$ cat src/rtl/wb_pkg.sv
// Shared definitions for the register-file write-back queue.
// Provides default address/data widths, the $zero register index and
// the {valid, addr, data} entry record layout at the default widths.
package wb_pkg;

  localparam int unsigned WB_AW = 5;
  localparam int unsigned WB_DW = 32;

  // Writes to this register are architecturally discarded.
  localparam logic [WB_AW-1:0] REG_ZERO = '0;

  // Queue entry record at default widths.
  typedef struct packed {
    logic             valid;
    logic [WB_AW-1:0] addr;
    logic [WB_DW-1:0] data;
  } wb_entry_t;

endpackage

$ cat src/rtl/regfile_wb_queue_if.sv
// Write-request handshake bus from the writeback stage into the queue.
// Signals:
//   in_valid  request present (producer -> queue)
//   in_ready  queue can accept (queue -> producer)
//   in_addr   destination register
//   in_data   write data
interface regfile_wb_queue_if #(
  parameter int unsigned AW = 5,
  parameter int unsigned DW = 32
);

  logic          in_valid;
  logic          in_ready;
  logic [AW-1:0] in_addr;
  logic [DW-1:0] in_data;

  // Producer side (writeback stage).
  modport master (
    output in_valid,
    output in_addr,
    output in_data,
    input  in_ready
  );

  // Consumer side (the queue).
  modport slave (
    input  in_valid,
    input  in_addr,
    input  in_data,
    output in_ready
  );

endinterface

$ cat src/rtl/wb_fwd_match.sv
// Youngest-match lookup over the pending write queue for one read port.
// Ports:
//   valid_i    per-entry valid bits
//   addr_i     per-entry destination register
//   data_i     per-entry write data
//   wp_i       write pointer; the entry just behind it is the youngest
//   rd_addr_i  register currently being read
//   hit_o      some valid entry targets rd_addr_i (never for $zero)
//   data_o     data of the youngest matching entry, 0 when no hit
module wb_fwd_match
  import wb_pkg::*;
#(
  parameter int unsigned DEPTH = 4,
  parameter int unsigned AW    = WB_AW,
  parameter int unsigned DW    = WB_DW
) (
  input  logic [DEPTH-1:0]         valid_i,
  input  logic [AW-1:0]            addr_i [DEPTH],
  input  logic [DW-1:0]            data_i [DEPTH],
  input  logic [$clog2(DEPTH)-1:0] wp_i,
  input  logic [AW-1:0]            rd_addr_i,
  output logic                     hit_o,
  output logic [DW-1:0]            data_o
);

  localparam int unsigned PW = $clog2(DEPTH);

  logic [PW-1:0] idx;

  // Walk oldest (at wp) to youngest (wp-1); later hits overwrite earlier ones.
  always_comb begin
    hit_o  = 1'b0;
    data_o = '0;
    idx    = '0;
    for (int unsigned i = 0; i < DEPTH; i++) begin
      idx = wp_i + PW'(i);
      if (valid_i[idx] && (addr_i[idx] == rd_addr_i) &&
          (rd_addr_i != AW'(REG_ZERO))) begin
        hit_o  = 1'b1;
        data_o = data_i[idx];
      end
    end
  end

endmodule

$ cat src/rtl/regfile_wb_queue.sv
// Write-side front end for the CPU register file.
// Buffers register-write requests in an in-order FIFO, drains one entry per
// cycle into the register file write port, and forwards pending data to the
// two read ports so readers never observe stale register contents.
// Ports:
//   clk, rst             clock, asynchronous active-high reset
//   req                  write-request handshake (in_valid/in_ready/in_addr/in_data)
//   drain_en             permits draining this cycle
//   WE, RegWrite, Din    register file write port (head of queue)
//   rd_addr1, rd_addr2   addresses presented on the register file read ports
//   fwd_hit*, fwd_data*  forwarding result per read port
//   count, empty, full   occupancy status
module regfile_wb_queue
  import wb_pkg::*;
#(
  parameter int unsigned DEPTH = 4,
  parameter int unsigned AW    = WB_AW,
  parameter int unsigned DW    = WB_DW
) (
  input  logic                   clk,
  input  logic                   rst,
  regfile_wb_queue_if.slave      req,
  input  logic                   drain_en,
  output logic                   WE,
  output logic [AW-1:0]          RegWrite,
  output logic [DW-1:0]          Din,
  input  logic [AW-1:0]          rd_addr1,
  input  logic [AW-1:0]          rd_addr2,
  output logic                   fwd_hit1,
  output logic                   fwd_hit2,
  output logic [DW-1:0]          fwd_data1,
  output logic [DW-1:0]          fwd_data2,
  output logic [$clog2(DEPTH):0] count,
  output logic                   empty,
  output logic                   full
);

  localparam int unsigned PW = $clog2(DEPTH);
  localparam int unsigned CW = PW + 1;

  logic [DEPTH-1:0] valid_q, valid_d;
  logic [AW-1:0]    addr_q [DEPTH];
  logic [AW-1:0]    addr_d [DEPTH];
  logic [DW-1:0]    data_q [DEPTH];
  logic [DW-1:0]    data_d [DEPTH];
  logic [PW-1:0]    wp_q, wp_d;
  logic [PW-1:0]    rp_q, rp_d;
  logic [CW-1:0]    count_q, count_d;

  logic push;
  logic pop;

  // Status straight from the registered count; ready does not anticipate a pop.
  assign full         = (count_q == CW'(DEPTH));
  assign empty        = (count_q == '0);
  assign count        = count_q;
  assign req.in_ready = ~full;

  // $zero writes complete the handshake but are never stored.
  assign push = req.in_valid && !full && (req.in_addr != AW'(REG_ZERO));
  assign pop  = drain_en && !empty;

  // Head entry presented to the register file; zeroed when not writing.
  assign WE       = pop;
  assign RegWrite = pop ? addr_q[rp_q] : '0;
  assign Din      = pop ? data_q[rp_q] : '0;

  // Next-state for storage, pointers and occupancy.
  always_comb begin
    valid_d = valid_q;
    addr_d  = addr_q;
    data_d  = data_q;
    wp_d    = wp_q;
    rp_d    = rp_q;
    count_d = count_q + CW'(push) - CW'(pop);

    // Pop and push never target the same slot: equal pointers mean empty or full.
    if (pop) begin
      valid_d[rp_q] = 1'b0;
      rp_d          = rp_q + PW'(1);
    end
    if (push) begin
      valid_d[wp_q] = 1'b1;
      addr_d[wp_q]  = req.in_addr;
      data_d[wp_q]  = req.in_data;
      wp_d          = wp_q + PW'(1);
    end
  end

  // State registers; reset drops every pending entry.
  always_ff @(posedge clk or posedge rst) begin
    if (rst) begin
      valid_q <= '0;
      wp_q    <= '0;
      rp_q    <= '0;
      count_q <= '0;
      for (int unsigned i = 0; i < DEPTH; i++) begin
        addr_q[i] <= '0;
        data_q[i] <= '0;
      end
    end else begin
      valid_q <= valid_d;
      wp_q    <= wp_d;
      rp_q    <= rp_d;
      count_q <= count_d;
      addr_q  <= addr_d;
      data_q  <= data_d;
    end
  end

  // One youngest-match lookup per read port.
  wb_fwd_match #(.DEPTH(DEPTH), .AW(AW), .DW(DW)) u_fwd1 (
    .valid_i   (valid_q),
    .addr_i    (addr_q),
    .data_i    (data_q),
    .wp_i      (wp_q),
    .rd_addr_i (rd_addr1),
    .hit_o     (fwd_hit1),
    .data_o    (fwd_data1)
  );

  wb_fwd_match #(.DEPTH(DEPTH), .AW(AW), .DW(DW)) u_fwd2 (
    .valid_i   (valid_q),
    .addr_i    (addr_q),
    .data_i    (data_q),
    .wp_i      (wp_q),
    .rd_addr_i (rd_addr2),
    .hit_o     (fwd_hit2),
    .data_o    (fwd_data2)
  );

endmodule

$ cat src/flat_wrapper.sv
// flat-port wrapper written by rule: the top's interface ports become plain ports
module regfile_wb_queue_flat import wb_pkg::*;
#(
  parameter int unsigned DEPTH = 4,
  parameter int unsigned AW    = WB_AW,
  parameter int unsigned DW    = WB_DW
)
  (clk, rst, drain_en, WE, RegWrite, Din, rd_addr1, rd_addr2, fwd_hit1, fwd_hit2, fwd_data1, fwd_data2, count, empty, full, req_in_valid, req_in_addr, req_in_data, req_in_ready);
  regfile_wb_queue_if #(.AW(AW), .DW(DW)) req_i ();
  input  logic clk;
  input  logic rst;
  input  logic drain_en;
  output logic WE;
  output logic [AW-1:0] RegWrite;
  output logic [DW-1:0] Din;
  input  logic [AW-1:0] rd_addr1;
  input  logic [AW-1:0] rd_addr2;
  output logic fwd_hit1;
  output logic fwd_hit2;
  output logic [DW-1:0] fwd_data1;
  output logic [DW-1:0] fwd_data2;
  output logic [$clog2(DEPTH):0] count;
  output logic empty;
  output logic full;
  input wire logic [$bits(req_i.in_valid)-1:0] req_in_valid;
  input wire logic [$bits(req_i.in_addr)-1:0] req_in_addr;
  input wire logic [$bits(req_i.in_data)-1:0] req_in_data;
  output wire logic [$bits(req_i.in_ready)-1:0] req_in_ready;
  assign req_i.in_valid = req_in_valid;
  assign req_i.in_addr = req_in_addr;
  assign req_i.in_data = req_in_data;
  assign req_in_ready = req_i.in_ready;
  regfile_wb_queue #(.DEPTH(DEPTH), .AW(AW), .DW(DW)) u_core (.clk(clk), .rst(rst), .req(req_i), .drain_en(drain_en), .WE(WE), .RegWrite(RegWrite), .Din(Din), .rd_addr1(rd_addr1), .rd_addr2(rd_addr2), .fwd_hit1(fwd_hit1), .fwd_hit2(fwd_hit2), .fwd_data1(fwd_data1), .fwd_data2(fwd_data2), .count(count), .empty(empty), .full(full));
endmodule
$ cat config.mk
export PLATFORM = sky130hd
export DESIGN_NAME = regfile_wb_queue_flat
export DESIGN_NICKNAME = d
export VERILOG_FILES = /design/src/rtl/wb_pkg.sv /design/src/rtl/regfile_wb_queue_if.sv /design/src/rtl/wb_fwd_match.sv /design/src/rtl/regfile_wb_queue.sv /design/src/flat_wrapper.sv
export SDC_FILE = /design/constraint.sdc
export NUM_CORES = 1
export LEC_CHECK = 0
export CAP_MARGIN = 20
export CELL_PAD_IN_SITES_DETAIL_PLACEMENT = 0
export CELL_PAD_IN_SITES_GLOBAL_PLACEMENT = 2
export CORE_UTILIZATION = 42
export CTS_BUF_LIST = sky130_fd_sc_hd__clkbuf_8
export CTS_CLUSTER_SIZE = 28
export DETAILED_ROUTE_END_ITERATION = 10
export PLACE_DENSITY = 0.95
export SYNTH_ARGS = -nofsm -noshare
export SYNTH_HDL_FRONTEND = slang
export SYNTH_SLANG_ARGS = --single-unit
$ cat constraint.sdc
create_clock -name clk -period 9.7 [get_ports clk]
set_input_delay 1.455 -clock clk [delete_from_list [all_inputs] [get_ports clk]]
set_output_delay 1.455 -clock clk [all_outputs]
set_load 0.1 [all_outputs]
==> out/results.txt <==
CP Data Arrival Time: 6.31 ns
Synth top area share: 0.291
Hold Crit Class: flop to flop
Fill count: 2,859
# setup viols final: 0
Worst Max-Slew Pin Slew: 1.10 ns
Sequential element share of the synthesized area: 0.291
Leading area contributor after synthesis: dfrtp_1
Largest net degree at the start of global routing: 87
Gpl congestion: 0.920
Critical Path RT: 8.25 ns
Worst Setup SP: u_core.wp_q[0]
Worst path max stage delay: 1.22 ns
Min-delay src: u_core.valid_q[1]
Clock latency on the worst-skew pair: 0.47 ns
Startpoint types: flop
Iteration-0 DRC Markers: 1,002
CTS Buf Count: 17
Layout cells sized above 1: 0.319
Ys flop type: dfrtp_1
Starting Density: 0.430
Yosys cell types: 53
Clk Tree Root Cell: clkbuf_8
Synthesis-to-finish area growth: 16.7%
Final Cycle Share: 0.800
Post-cts resize count: 0
Unrepaired setup endpoints after global routing: false
Setup bufs post-CTS: 0
Post-synthesis cell area: 0.0137 mm²
Commonest cells in the synthesized netlist: 211 x mux2_2, 161 x nor2_1, 159 x dfrtp_1
DR vias: 10,900
Antenna Violating Nets Remaining: 0
TNS Setup: 0 ns
CTS tree: done
Residual DRC count: 0
Max-slew headroom: 0.263
Syn Area/Cell: 11.2 µm²
Max Freq: 129 MHz
Setup CP Type: flop to output pin
Crit-path max FO: 46
Clock transition at path regs: 0.09 ns
Placed wire-length estimate: 26,400 µm
Top post-synthesis cells by area: dfrtp_1 29%, mux4_2 19%, mux2_2 17%
Total gr overflow: 0
Final hold vios: 0
DRT Pass-1 Iters: 6
Clock Sinks: 159
Cell count after synthesis: 1,225
Reg-to-Reg Start: u_core.wp_q[0]
Skew final: 0.0149 ns
Max-cap viol count: 0
Worst path slowest cell: clkdlybuf4s50_1
Via-per-instance ratio: 6.23
Critical Path, Cell by Cell: inv_1 > ha_4 > mux4_2 > xor2_1 > nor4_4 > and2_2 > a221oi_1 > o31ai_1 > clkdlybuf4s50_1
Post-synth EDFFs: 0
Outcome: completed
Final WL: 40,400 µm
IO Pins: 161
FFs w/ async S/R, synth: 1.00
Hold EP: u_core.valid_q[1]
Port bufs: 160
Routed wire per std cell: 23.1 µm
Count leader, synth: mux2_2
Crit end category: output pin
Antenna violations before repair: 1
Ys Warns: 0
Syn Nets: 1,287
FF-to-FF path depth: 5
Post-CTS Hold Buffers: 0
CTS max path bufs: 2
Reg2reg end: u_core.data_q[37]
Layout Nets: 1,362
Core Region: 0.0318 mm²
R2R setup slack: 7.05 ns
Number of global-route vias before repair: 10,900
Die area: 0.0333 mm²
Final Max Slew Viols: 0
Row Count: 65
Hold depth: 2
First-pass GRT wire length: 62,700 µm
Tmin final: 7.76 ns
Total GRT Usage: 0.246
Chip height: 182 µm
Synth Register Bits: 159
Die X: 182 µm
H-tree depth: 4
[worst max path at each step]
stage                     cells after the start  slack, ns            end
after CTS                                     9       1.83   fwd_data2[3]
after floorplan                              16       2.00  fwd_data2[10]
final                                         9       1.94  fwd_data2[11]
after global placement                        8       2.09  fwd_data1[27]
after global routing                          9       1.61  fwd_data2[30]
after detailed placement                      9       2.36   fwd_data2[3]
[layout make-up]
class / count / area [µm²] / area share
diodes: 1 / 2.50 / 0.000157
clock buffers: 19 / 262 / 0.0164
clock inverters: 13 / 198 / 0.0124
inverters: 11 / 46.3 / 0.00290
multi-input cells: 930 / 9140 / 0.572
flip-flops and latches: 159 / 3990 / 0.250
well taps: 435 / 544 / 0.0341
repair buffers: 181 / 1790 / 0.112
[layout by cell type, fill, tap and decap left out, types with 5 or more instances in the layout]
master,instances
xnor2_1,31
nor2_1,159
inv_6,5
xor2_1,13
and2_1,38
a221oi_1,22
a21boi_0,5
nor2b_1,28
mux4_1,8
mux2i_1,19
dfrtp_1,155
mux4_2,117
nand4_1,5
nand2_1,40
ha_1,9
o41ai_2,14
o22a_1,5
clkdlybuf4s50_1,160
a221o_1,33
a22o_1,10
a21oi_1,12
o21ai_0,12
o41ai_1,7
mux2_2,211
clkbuf_8,19
buf_4,19
nor3_1,24
nand3_1,38
o31ai_1,26
inv_1,9
[metrics by stage]
step	setup slack [ns]	area [µm²]	hold slack, ns	instances	utilization
finish	1.94	16000	0.562	1749	0.502
global route	1.61	16000	0.603	1749	0.502
CTS	1.83	15900	0.552	1747	0.502
detailed placement	2.36	15500	0.532	1715	0.487
global placement	2.09	15500	0.509	1714	0.486
floorplan	2.00	13700	0.484	1225	-
[flip-flops by register name (all words and copies together), names as in the netlist]
register        flops
u_core.addr_q      20
u_core.count        3
u_core.data_q     128
u_core.rp_q         2
u_core.valid_q      4
u_core.wp_q         2
[critical path, delay by kind of cell (launching register included)]
kind                     cells  cell delay [ns]
buffers and inverters        2             1.44
AND/OR/NAND/NOR              2             1.31
flip-flops                   1             0.77
adder cells (fa/ha/maj)      1             0.76
AO/OA/AOI/OAI                2             0.67
multiplexers                 1             0.65
XOR/XNOR                     1             0.20
[cells by family after synthesis]
kind of cell,count (synthesis),synth area share
buffers and inverters,136,0.0447
multiplexers,355,0.396
AO/OA/AOI/OAI,161,0.105
adder cells (fa/ha/maj),11,0.0106
AND/OR/NAND/NOR,359,0.125
XOR/XNOR,44,0.0282
flip-flops,159,0.291
[layer usage]
metal | global-route usage | up-vias | wire (µm)
li1 | - | 4843 | -
met1 | 0.320 | 5524 | 16900
met2 | 0.413 | 468 | 19700
met3 | 0.0439 | 62 | 2770
met4 | 0.0844 | 0 | 936
met5 | 0 | - | 0
Power is left out: the tool's default activity adds up to more than one toggle a clock period on the data nets, which glitch-free logic cannot reach.
